==> src/rtl/pipelined_barrel_shifter.sv <==
// Elastic, PIPE-stage barrel shifter (SLL/SRL/SRA/ROL/ROR/pass-through).
// Shift level i (weight 2^i) is applied in stage floor(i*PIPE/SHW); every stage has a valid/ready handshake.
module pipelined_barrel_shifter #(
   parameter int unsigned WIDTH = 32,
   parameter int unsigned PIPE  = 2
) (
   input  logic                     clk,
   input  logic                     rst_n,
   input  logic [WIDTH-1:0]         IData,
   input  logic [$clog2(WIDTH)-1:0] SAmt,
   input  logic [2:0]               SType,
   input  logic                     IValid,
   output logic                     IReady,
   output logic [WIDTH-1:0]         Odata,
   output logic                     OValid,
   input  logic                     OReady
);

   localparam int unsigned SHW = $clog2(WIDTH);

   typedef enum logic [2:0] {
      OP_SLL = 3'b000,
      OP_SRL = 3'b001,
      OP_SRA = 3'b010,
      OP_ROL = 3'b011,
      OP_ROR = 3'b100
   } op_e;

   logic [PIPE-1:0]  r_valid;
   logic [WIDTH-1:0] r_data [PIPE];
   logic [SHW-1:0]   r_amt  [PIPE];
   logic [2:0]       r_type [PIPE];
   logic [PIPE-1:0]  r_sign;

   logic [PIPE-1:0]  w_src_valid;
   logic [WIDTH-1:0] w_src_data [PIPE];
   logic [SHW-1:0]   w_src_amt  [PIPE];
   logic [2:0]       w_src_type [PIPE];
   logic [PIPE-1:0]  w_src_sign;
   logic [WIDTH-1:0] w_next     [PIPE];
   logic [PIPE:0]    w_ready;

   // One shift level by s; SRA fills from the operand's original MSB carried with the item.
   function automatic logic [WIDTH-1:0] f_level(
      input logic [WIDTH-1:0] d,
      input logic [2:0]       op,
      input logic             sgn,
      input int unsigned      s
   );
      logic [WIDTH-1:0] w_fill;
      w_fill = sgn ? ~({WIDTH{1'b1}} >> s) : '0;
      case (op)
         OP_SLL:  f_level = d << s;
         OP_SRL:  f_level = d >> s;
         OP_SRA:  f_level = (d >> s) | w_fill;
         OP_ROL:  f_level = (d << s) | (d >> (WIDTH - s));
         OP_ROR:  f_level = (d >> s) | (d << (WIDTH - s));
         default: f_level = d;
      endcase
   endfunction

   always_comb begin
      w_src_valid   = '0;
      w_src_sign    = '0;
      w_src_valid[0] = IValid;
      w_src_data[0]  = IData;
      w_src_amt[0]   = SAmt;
      w_src_type[0]  = SType;
      w_src_sign[0]  = IData[WIDTH-1];
      for (int unsigned k = 1; k < PIPE; k++) begin
         w_src_valid[k] = r_valid[k-1];
         w_src_data[k]  = r_data[k-1];
         w_src_amt[k]   = r_amt[k-1];
         w_src_type[k]  = r_type[k-1];
         w_src_sign[k]  = r_sign[k-1];
      end

      for (int unsigned k = 0; k < PIPE; k++) begin
         w_next[k] = w_src_data[k];
         for (int unsigned i = 0; i < SHW; i++) begin
            if (((i * PIPE) / SHW) == k && w_src_amt[k][i]) begin
               w_next[k] = f_level(w_next[k], w_src_type[k], w_src_sign[k], 32'd1 << i);
            end
         end
      end

      // Ready ripples back from the output so a full pipeline still advances when OReady is high.
      w_ready       = '0;
      w_ready[PIPE] = OReady;
      for (int unsigned k = PIPE; k > 0; k--) begin
         w_ready[k-1] = !r_valid[k-1] || w_ready[k];
      end
   end

   always_ff @(posedge clk or negedge rst_n) begin
      if (!rst_n) begin
         r_valid <= '0;
         r_sign  <= '0;
         for (int unsigned k = 0; k < PIPE; k++) begin
            r_data[k] <= '0;
            r_amt[k]  <= '0;
            r_type[k] <= '0;
         end
      end else begin
         for (int unsigned k = 0; k < PIPE; k++) begin
            if (w_ready[k]) begin
               r_valid[k] <= w_src_valid[k];
               r_data[k]  <= w_next[k];
               r_amt[k]   <= w_src_amt[k];
               r_type[k]  <= w_src_type[k];
               r_sign[k]  <= w_src_sign[k];
            end
         end
      end
   end

   assign IReady = w_ready[0];
   assign OValid = r_valid[PIPE-1];
   assign Odata  = r_data[PIPE-1];

endmodule

==> config.mk <==
export PLATFORM = sky130hd
export DESIGN_NAME = pipelined_barrel_shifter
export DESIGN_NICKNAME = d
export VERILOG_FILES = /design/src/rtl/pipelined_barrel_shifter.sv
export SDC_FILE = /design/constraint.sdc
export NUM_CORES = 1
export LEC_CHECK = 0
export ABC_AREA = 1
export CAP_MARGIN = 25
export CORE_ASPECT_RATIO = 0.8
export CORE_MARGIN = 4
export CORE_UTILIZATION = 59
export CTS_BUF_LIST = sky130_fd_sc_hd__clkbuf_8
export CTS_CLUSTER_SIZE = 14
export DETAILED_ROUTE_END_ITERATION = 8
export PLACE_DENSITY = 0.83
export SETUP_SLACK_MARGIN = 0.1
export SYNTH_ARGS = -nofsm -noshare
export SYNTH_HDL_FRONTEND = slang
export SYNTH_SLANG_ARGS = --single-unit
==> constraint.sdc <==
create_clock -name clk -period 2.2 [get_ports clk]
set_input_delay 0.44 -clock clk [delete_from_list [all_inputs] [get_ports clk]]
set_output_delay 0.44 -clock clk [all_outputs]
set_load 0.01 [all_outputs]
==> results.txt, run 1 <==
Grt ovf - 0
Gr usage total - 0.323
Detail Route Antenna Nets - 0
Worst reg2reg startpoint - r_type[3]$_DFFE_PN0P_
Status - finished clean
Clock buffer depth - 2
Vias - 7600
Storage cell area - 1800 um2
Peak supply drop - 592 uV
Largest net degree at the start of global routing - 73
Initial Util - 0.613
DP Wirelength - 16000 um
Vias per cell - 5.86
Number of fill cells - 973
Number of global-route vias before repair - 6690
CP Launch Type - input pin
Synth-to-layout area growth - 18.4%
Drt wl/cell - 16.7 um
Die area - 13300 um2
Drc violations - 0
Antenna Diode Count - 0
Synth Cell Area - 6780 um2
Final Critical Period - 2080 ps
Fin Hold WS - 89.4 ps
Critical Path Max Stage Delay - 330 ps
Worst clock skew - 11.3 ps
Post-Layout Cell Count - 1297
# clock sinks - 72
Fin crit share - 0.945
Flop2flop setup slack - 250 ps
Clock latency on the worst-skew pair - 370 ps
DP Cell Count - 1277
Most used cell, CP - nand2_1
FF-to-FF path depth - 13
CP Max Fanout - 10
CTS clk-pin slew, worst paths - 80 ps
Final WS setup - 122 ps
Worst Setup End Kind - flip-flop
Sum Neg Setup Slack - 0 ps
1st-iter DRT viols - 1139
Yosys cell types - 27
TritonCTS clock tree - built
DR pass1 iterations - 6
Pwr per Cell Area - 676 nW/um2
Port Buf Inserts - 77
Die Ht - 104 um
Slowest CP cell - dlygate4sd2_1
Rel. slew slack - 0.456
FMAX - 0.481 GHz
Final Slew Violations - 0
Synth Net Count - 1128
Final wirelength - 21700 um
CTS buffer count - 9
Core Area - 11100 um2
Worst Tran Pin Value - 810 ps
Die width - 128 um
Mean Syn Cell Area - 6.25 um2
CP required - 2510 ps
RSZ-0062 raised after global routing - false
Fin. Hold Viols - 0
First-pass GRT wire length - 34900 um
Routability cong. - 1.00
Most common cell after layout, fill and taps aside - nand2_1
Mapped Cells - 1084
Crit-path cells - dlygate4sd2_1 -> nor2_2 -> nand2_2 -> nand3_4 -> buf_4 -> nand2_1 -> nand2_1 -> nand3_1 -> nand3_2 -> nand3_1 -> nand3_1 -> nand2_1 -> nand2_1
Initial antenna violation count - 1
Kind of critical path - input pin to flip-flop
R2R Path End - Odata[15]$_DFFE_PN0P_
Layout cells sized above 1 - 0.144
NumNets Final - 1192
Yosys reg bits - 72
Crit. Startpoint - SType[1]
Standard-cell rows - 34
Synth warn - 0
Register area share after synthesis - 0.266
Area occupied by multi-input gates - 4180 um2
Leak - 3.95 nW
Max cap viols - 0
Pwr Total - 0.00542 W
Worst setup slack after placement - -329 ps
# IOs - 78
Hold crit path type - input pin to asynchronous set/reset pin
Clock Tree Root - clkbuf_8
Count of final setup violators - 0
H-tree lvl count - 3
Most frequent cells in the layout - 434 x nand2_1, 179 x nand3_1, 72 x dfrtp_1, 72 x clkdlybuf4s50_1, 57 x buf_4
Worst Path Arrival - 2390 ps
[state kept, by name, indices dropped and copies added, names as in the netlist]
register / cells
r_type: 3
r_valid: 2
r_sign: 1
r_amt: 2
Odata: 32
r_data: 32
[how the worst max path moves through the flow]
stage | end | depth (start not counted) | slack (ps)
after floorplan | r_data[42]$_DFFE_PN0P_ | 7 | 550
after global placement | r_data[37]$_DFFE_PN0P_ | 14 | -280
after detailed placement | r_data[37]$_DFFE_PN0P_ | 14 | -330
after CTS | IReady | 6 | 60
after global routing | r_data[62]$_DFFE_PN0P_ | 13 | 60
final | r_data[58]$_DFFE_PN0P_ | 13 | 120
[stage by stage]
stage / util / cell area [um2]
6_report: 0.725 / 8020
2_1_floorplan: - / 6780
3_5_place_dp: 0.698 / 7720
3_3_place_gp: 0.698 / 7720
4_1_cts: 0.717 / 7930
5_1_grt: 0.725 / 8020
[routing by layer]
metal | vias to the layer above | wire, um | track usage
li1 | 3669 | - | -
met5 | - | 13 | 0
met4 | 2 | 219 | 0.0538
met1 | 3453 | 9590 | 0.500
met3 | 27 | 2780 | 0.0919
met2 | 449 | 9060 | 0.450
[power breakdown]
part           internal, W  switching, W  total [W]
clock             0.000499      0.000527    0.00103
sequential         0.00161      0.000233    0.00184
combinational      0.00105       0.00150    0.00255
total              0.00315       0.00226    0.00542
[kinds of logic after synthesis]
family          after synthesis  synth area share
flops                        72             0.266
compound gates              150             0.136
buf+inv                     159             0.128
simple gates                703             0.470
[synth_stat cells]
| cell type | count | area share |
|---|---|---|
| nor3_1 | 1 | 0.00074 |
| or2_1 | 29 | 0.027 |
| o21ai_2 | 1 | 0.0013 |
| nand2_2 | 2 | 0.0018 |
| o221ai_1 | 24 | 0.031 |
| nand3_4 | 1 | 0.0026 |
| inv_2 | 9 | 0.0050 |
| o21ai_0 | 19 | 0.014 |
| clkbuf_1 | 20 | 0.011 |
| dfrtp_1 | 72 | 0.27 |
| buf_6 | 13 | 0.022 |
| nor2_4 | 1 | 0.0017 |
| nor2_1 | 10 | 0.0055 |
| nor2_2 | 4 | 0.0037 |
| clkinv_1 | 1 | 0.00055 |
| a21oi_1 | 53 | 0.039 |
| o21ai_1 | 29 | 0.021 |
| nand3_2 | 26 | 0.038 |
| a21oi_2 | 15 | 0.019 |
| nand3_1 | 187 | 0.14 |
| buf_4 | 40 | 0.044 |
| or2_2 | 3 | 0.0028 |
| buf_2 | 20 | 0.015 |
| o211ai_1 | 9 | 0.010 |
| inv_1 | 56 | 0.031 |
| nand2_4 | 4 | 0.0066 |
| nand2_1 | 435 | 0.24 |
[worst max-delay path, delay by kind of cell]
kind | cells | cell delay [ps]
and+or+nand+nor | 11 | 1410
buffers and inverters | 2 | 520
[cell type report]
class	instances	share of cell area
clock inverter	4	0.00343
clock buffer	12	0.0206
timing repair buffer	145	0.176
sequential	72	0.225
inverter	66	0.0320
multi-input combinational	854	0.521
tap	144	0.0225
[timing repair]
| action | in CTS | in global routing |
|---|---|---|
| resized for setup | 5 | 19 |
| setup endpoints to repair | 13 | 33 |
| endpoints found under the hold margin | 0 | 0 |
| pin swaps | 2 | 3 |
| gates cloned | 0 | 2 |
| hold buffers | 0 | 0 |
| setup buffers | 2 | 0 |
No activity file was read; power rests on OpenSTA's default activity.
==> run 2, diff against run 1 <==
ABC_CLOCK_PERIOD_IN_PS = 2200   (was unset)
==> results of run 2 <==
No change in the layout: final DEF, timing and power equal those of run 1.
